==> src/rtl/axi_stream_fork_pkg.sv <==
// Shared types and helpers for the stream fork and its per-branch slot.
package axi_stream_fork_pkg;

  typedef enum logic {
    FORK_REG   = 1'b0,
    FORK_COMBO = 1'b1
  } fork_mode_e;

  localparam int unsigned DEFAULT_DATA_WD = 4;

  function automatic logic hs_fire(input logic vld, input logic rdy);
    return vld && rdy;
  endfunction

endpackage

==> src/rtl/axi_stream_fork_slot.sv <==
// One fork branch: a sticky done flag (eager, 0 cycles) or a one-entry output register (1 cycle).
// free_o tells the top this branch can let the shared input beat retire this cycle.
module axi_stream_fork_slot
  import axi_stream_fork_pkg::*;
#(
  parameter int DATA_WD = DEFAULT_DATA_WD,
  parameter int COMBO   = 0
) (
  input  logic               clk,
  input  logic               rst_n,
  input  logic               offer_i,
  input  logic               go_i,
  input  logic [DATA_WD-1:0] half_data_i,
  input  logic               out_ready_i,
  output logic               out_valid_o,
  output logic [DATA_WD-1:0] out_data_o,
  output logic               free_o
);

  logic a_fire;
  assign a_fire = hs_fire(offer_i, go_i);

  if (COMBO == int'(FORK_COMBO)) begin : g_eager
    logic done_q, done_d;

    always_comb begin
      done_d = done_q;
      if (a_fire) begin
        done_d = 1'b0;
      end else if (hs_fire(out_valid_o, out_ready_i)) begin
        done_d = 1'b1;
      end
    end

    always_ff @(posedge clk or negedge rst_n) begin
      if (!rst_n) begin
        done_q <= 1'b0;
      end else begin
        done_q <= done_d;
      end
    end

    // Outputs are pure pass-through, so reset has to force them low without a clock.
    assign out_valid_o = rst_n && offer_i && !done_q;
    assign out_data_o  = rst_n ? half_data_i : '0;
    assign free_o      = done_q || out_ready_i;
  end else begin : g_reg
    logic               vld_q, vld_d;
    logic [DATA_WD-1:0] dat_q, dat_d;

    // A load on the same cycle as this branch's own fire wins, so a drained slot refills without a bubble.
    always_comb begin
      vld_d = vld_q;
      dat_d = dat_q;
      if (a_fire) begin
        vld_d = 1'b1;
        dat_d = half_data_i;
      end else if (hs_fire(vld_q, out_ready_i)) begin
        vld_d = 1'b0;
      end
    end

    always_ff @(posedge clk or negedge rst_n) begin
      if (!rst_n) begin
        vld_q <= 1'b0;
        dat_q <= '0;
      end else begin
        vld_q <= vld_d;
        dat_q <= dat_d;
      end
    end

    assign out_valid_o = vld_q;
    assign out_data_o  = dat_q;
    assign free_o      = !vld_q || out_ready_i;
  end

endmodule

==> src/rtl/axi_stream_fork.sv <==
// Splits a double-width valid/ready beat into independent B (low half) and C (high half) streams.
// Input retires only once both halves are taken; COMBO=1 is zero latency, COMBO=0 registers each half.
module axi_stream_fork
  import axi_stream_fork_pkg::*;
#(
  parameter int DATA_WD = DEFAULT_DATA_WD,
  parameter int COMBO   = int'(FORK_REG)
) (
  input  logic                 clk,
  input  logic                 rst_n,
  input  logic                 a_valid,
  input  logic [2*DATA_WD-1:0] a_data,
  output logic                 a_ready,
  output logic                 b_valid,
  output logic [DATA_WD-1:0]   b_data,
  input  logic                 b_ready,
  output logic                 c_valid,
  output logic [DATA_WD-1:0]   c_data,
  input  logic                 c_ready
);

  logic               slot_rdy [2];
  logic               slot_vld [2];
  logic [DATA_WD-1:0] slot_dat [2];
  logic               slot_free[2];

  assign slot_rdy[0] = b_ready;
  assign slot_rdy[1] = c_ready;

  for (genvar i = 0; i < 2; i++) begin : g_slot
    axi_stream_fork_slot #(
      .DATA_WD(DATA_WD),
      .COMBO  (COMBO)
    ) u_slot (
      .clk        (clk),
      .rst_n      (rst_n),
      .offer_i    (a_valid),
      .go_i       (a_ready),
      .half_data_i(a_data[i*DATA_WD +: DATA_WD]),
      .out_ready_i(slot_rdy[i]),
      .out_valid_o(slot_vld[i]),
      .out_data_o (slot_dat[i]),
      .free_o     (slot_free[i])
    );
  end

  assign a_ready = rst_n && slot_free[0] && slot_free[1];

  assign b_valid = slot_vld[0];
  assign b_data  = slot_dat[0];
  assign c_valid = slot_vld[1];
  assign c_data  = slot_dat[1];

endmodule

==> config.mk <==
export PLATFORM = sky130hd
export DESIGN_NAME = axi_stream_fork
export DESIGN_NICKNAME = d
export VERILOG_FILES = /design/src/rtl/axi_stream_fork_pkg.sv /design/src/rtl/axi_stream_fork_slot.sv /design/src/rtl/axi_stream_fork.sv
export SDC_FILE = /design/constraint.sdc
export NUM_CORES = 1
export LEC_CHECK = 0
export BUFFER_PORTS_ARGS = -buffer_cell sky130_fd_sc_hd__clkbuf_2
export CAP_MARGIN = 20
export CORE_AREA = 2 2 39 41
export CTS_CLUSTER_SIZE = 40
export DETAILED_ROUTE_END_ITERATION = 16
export DIE_AREA = 0 0 41 43
export GPL_ROUTABILITY_DRIVEN = 0
export GPL_TIMING_DRIVEN = 0
export PLACE_DENSITY = 0.72
export SLEW_MARGIN = 20
export SYNTH_ARGS = -nofsm -noshare
export SYNTH_HDL_FRONTEND = slang
export SYNTH_SLANG_ARGS = --single-unit
==> constraint.sdc <==
create_clock -name clk -period 1.3 [get_ports clk]
set_input_delay 0.26 -clock clk [delete_from_list [all_inputs] [get_ports clk]]
set_output_delay 0.26 -clock clk [all_outputs]
set_load 0.01 [all_outputs]
* Yosys cells after proc, flatten, opt, wreduce, memory -nomap -nowiden
Cells that the tools add are included.
** Storage, ports and cells
- Output and inout bits :: 11
- Flip-flop bits (word level) :: 10
- Input port bits :: 13
** Cells by class
- Mux-type cells :: 4
- Reduce and logical (&&, ||, !) cells :: 11
** Operators by type and width (count)
- $logic_and 1x1->1 :: 5
- $mux 1 :: 4
- $reduce_bool 2->1 :: 2
- $logic_not 1->1 :: 2
- $logic_or 1x1->1 :: 2

* Longest topological paths before layout
- Depth in word-level cells :: 6
- Mapped depth :: 4
- Mapped depth without buffers :: 3

* By module
From an unflattened synthesis, not the netlist that was laid out.
** Unflattened totals
- Cells, all modules :: 25
- Area, all modules :: 409.1 um^2
** By module, submodules not included
- axi_stream_fork_slot :: times used 2, cells each 12, area each 201.4 um^2, seq. area each 125.1 um^2
- axi_stream_fork :: times used 1, cells each 1, area each 6.3 um^2, seq. area each 0.0 um^2

* Worst setup path before layout
Ideal clock, no wire load.
- Kind :: reg2reg
- From :: register g_slot[1].u_slot.g_reg.vld_q
- To :: register g_slot[0].u_slot.g_reg.dat_q[0]
- Setup time :: 0.125 ns
- Cell stages (with the launch flop) :: 5
- Buffers on the path :: 1
- Data required time :: 1.175 ns
- Setup slack :: 0.004 ns
- Arrival time :: 1.171 ns
- Path through :: dfrtp_1 -> nand2b_1 -> and4_4 -> buf_6 -> mux2_4
** On the way
- Longest elaborated chain between the ends :: 4
** Ends and longest elaborated chain
- start, declared :: line axi_stream_fork_slot.sv:48 : logic vld_q, vld_d;
- start signal, assigned :: line axi_stream_fork_slot.sv:68 : vld_q <= vld_d;
- $logic_not 1->1 :: line axi_stream_fork_slot.sv:75 : assign free_o = !vld_q || out_ready_i;
- $logic_or 1x1->1 :: line axi_stream_fork_slot.sv:75
- $logic_and 1x1->1 :: line axi_stream_fork.sv:47 : assign a_ready = rst_n && slot_free[0] && slot_free[1];
- $logic_and 1x1->1 :: line axi_stream_fork_pkg.sv:12 : return vld && rdy;
- end signal, assigned :: line axi_stream_fork_slot.sv:69 : dat_q <= dat_d;
- end, declared :: line axi_stream_fork_slot.sv:49 : logic [DATA_WD-1:0] dat_q, dat_d;
Every way passes these cells.
A chain may end at the register's enable or synchronous reset.

* Worst setup path after layout
- From :: register g_slot[0].u_slot.g_reg.vld_q
- To :: output port a_ready
** On the way
- Longest elaborated chain between the ends :: 4
** Ends and longest elaborated chain
- start, declared :: line axi_stream_fork_slot.sv:48
- start signal, assigned :: line axi_stream_fork_slot.sv:68
- $logic_not 1->1 :: line axi_stream_fork_slot.sv:75
- $logic_or 1x1->1 :: line axi_stream_fork_slot.sv:75
- $logic_and 1x1->1 (2 in series) :: line axi_stream_fork.sv:47
- end, declared :: line axi_stream_fork.sv:13 : output logic a_ready,
Every way passes these cells.

==> out/metrics.yaml <==
run_status:
  outcome: "complete, no violations"
yosys:
  syn_area_um2: 425
  yosys.area.top_type: "dfrtp_1"
  ys_seq_area_share_pct: 58.8
  synth_async_sr_flop_share_pct: 100
  syn_nets: 39
  synth_commonest_cells: "dfrtp_1 (10), mux2_4 (8), nand2_1 (2), nand2b_1 (2)"
  avgSynthCellArea_um2: 16.4
  synth_most_common_cell: "dfrtp_1"
  yosys_register_bits: 10
  ys_top_cells_by_area: "dfrtp_1 (59%), mux2_4 (28%), nand2b_1 (2.9%)"
  syn_inst: 26
  synth_edf_count: 0
  ys_dominant_reg_cell: "dfrtp_1"
  ys_types: 8
  yosysTopAreaCellShare_pct: 58.8
  yosys_warnings: 0
placed_design:
  place_area_um2: 561
  io_buffer_count: 23
  post-dp-hpwl_um: 564
setup_path:
  required_ns: 1.04
  path_delay_family: "flip-flops"
  cp.arrival_ns: 1.03
  r2r-end: "g_slot[0].u_slot.out_data_o[2]$_DFFE_PN0P_"
  rrSetupSlack_ns: 0.02
  crit_path_max_fanout: 3
  r2r-start: "g_slot[0].u_slot.out_valid_o$_DFFE_PN0P_"
  path_cells: "nand2b_1 > and3_1 > buf_2"
  worstSetupEndpointType: "output port"
  crit_path_top_delay_cell: "dfrtp_1"
  cp_num_cells: 3
  r2r_cells: 3
  slowest_delay_ns: 0.37
  worst-path-buf-inv: 1
  worstSetupStartpointType: "flip-flop"
  crit_type: "flip-flop to output port"
clock_network:
  cts_sinks: 10
  cts_buffers: 3
  cts_buffer_depth: 2
  cts.clk_slew.worst_paths_ns: 0.06
  clk_latency_ns: 0.25
  cts_tree: "yes"
  h-tree-depth: 1
  root_buffer: "clkbuf_4"
timing:
  setup_viol: 0
  skew_ns: 0.000662
  fmax_mhz: 774
  tightest_slew_ns: 0.430
  fin_crit_sh_pct: 99.4
  fin_crit_ns: 1.29
  slew_violations: 0
  setup_tns_ns: 0
  rsz0062_at_grt: "true"
  timing.final.hold_violations: 0
  relSlewSlack_pct: 71.2
detailed_routing:
  met2WireLength_um: 384
  wl_per_cell_um: 10.6
  vias: 317
  drt-met1-wl_um: 342
  routed_wl_um: 776
  drc: 0
  top_layer: "met3"
  first_iter_violations: 2
  firstDrtPassIters: 3
  met3_length_um: 49
  via_per_inst: 4.34
  ant_nets: 0
global_routing:
  grt_pass1_wl_mm: 1.20
  grt_pass1_vias: 293
  grt_max_degree: 11
  antenna_found_initial: 0
  grt_overflow: 0
  grt.total_usage_pct: 11.2
layout:
  multi_input_area_um2: 164
  antenna_cells: 0
  regArea_um2: 250
  areaGrowthSynthToFinish_pct: 47.1
  final_util_pct: 45.2
  final_nets: 71
  drive_above_1_share_pct: 70.2
  postLayoutCellArea_um2: 626
  fillCellCount: 133
floorplanning:
  num_rows: 14
  ios: 24
  initial_core_util_pct: 30.7
  die-area_mm2: 0.00176
  die_width_um: 41
  dieHeight_um: 43
  core_region_area_mm2: 0.00138
power_and_ir_drop:
  ir_drop_mv: 0.662
  powerDensity_mw_per_mm2: 1500
  power_leakage_nw: 0.342
worst_hold_path:
  hold_depth: 2
  hp-class: "input pin to flip-flop"
  hp-start: "a_data[6]"
  hold_end: "g_slot[1].u_slot.out_data_o[2]$_DFFE_PN0P_"
job:
  cap_violations: 0
how the worst max path moves through the flow:
| stage | to | from | slack, ns |
|---|---|---|---|
| 2_1_floorplan | g_slot[0].u_slot.out_data_o[0]$_DFFE_PN0P_ | g_slot[1].u_slot.out_valid_o$_DFFE_PN0P_ | 0.004 |
| 3_5_place_dp | g_slot[0].u_slot.out_data_o[1]$_DFFE_PN0P_ | rst_n | -0.11 |
| 4_1_cts | a_ready | g_slot[1].u_slot.out_valid_o$_DFFE_PN0P_ | -0.009 |
| 3_3_place_gp | g_slot[1].u_slot.out_data_o[0]$_DFFE_PN0P_ | rst_n | -0.09 |
| 6_report | a_ready | g_slot[0].u_slot.out_valid_o$_DFFE_PN0P_ | 0.008 |
| 5_1_grt | a_ready | g_slot[0].u_slot.out_valid_o$_DFFE_PN0P_ | -0.09 |
routing by layer:
metal	GRT usage [%]	vias up
met1	13.4	148
li1	-	155
met2	15.3	14
met5	0	-
met4	8.00	0
met3	4.71	0
stage by stage:
| step | total power, mW | hold slack (ns) | instances | worst slack, ns |
|---|---|---|---|---|
| after floorplan | 0.559 | -0.0356 | 26 | 0.00350 |
| after global placement | 0.658 | 0.150 | 65 | -0.0907 |
| after detailed placement | 0.663 | 0.156 | 65 | -0.111 |
| after CTS | 0.945 | 0.221 | 71 | -0.00904 |
| after global routing | 1.01 | 0.206 | 73 | -0.0902 |
| final | 0.935 | 0.230 | 73 | 0.00817 |
kinds of logic (layout without fill, tap and decap cells):
| kind of cell | Yosys count | count (layout) | synth area share [%] |
|---|---|---|---|
| multiplexers | 8 | 8 | 28.2 |
| AND/OR/NAND/NOR | 7 | 7 | 10.3 |
| flip-flops | 10 | 10 | 58.8 |
| buffers and inverters | 1 | 32 | 2.65 |
worst register-to-register path, cell delays in order, from the launching register on:
cell      delay [ns]
dfrtp_1         0.37
nand2b_1        0.12
and4_4          0.35
mux2_4          0.32
layout by cell type, fill, tap and decap left out:
master / count
clkbuf_2: 22
dfrtp_1: 10
mux2_4: 8
buf_4: 4
clkbuf_4: 3
nand2b_1: 2
nand2_1: 2
and3_1: 1
and4_4: 1
nand4_1: 1
clkbuf_8: 1
dlygate4sd3_1: 1
buf_2: 1
state kept, by name, summed over array words and instances (netlist names):
register                   count
g_slot.u_slot.out_data_o       8
g_slot.u_slot.out_valid_o      2
power by group:
part / total (mW) / internal [mW] / leakage (nW) / switching [mW]
Combinational: 0.257 / 0.157 / 0.202 / 0.101
Clock: 0.266 / 0.170 / 0.0210 / 0.0968
Sequential: 0.412 / 0.376 / 0.119 / 0.0362
layout make-up:
cell class                      count  area share [%]
Sequential cell                    10            40.0
Multi-Input combinational cell     15            26.2
Timing Repair Buffer               28            24.8
Clock buffer                        4            5.80
Tap cell                           16            3.20
what timing repair did:
item / CTS / global route
endpoints found under the hold margin: 10 / 0
setup endpoints to repair: 9 / 9
hold buffers: 1 / 0
pin swaps: 0 / 2
setup buffers: 2 / 2
resized for setup: 0 / 1
Note: power is estimated with default switching activity, not from simulation.
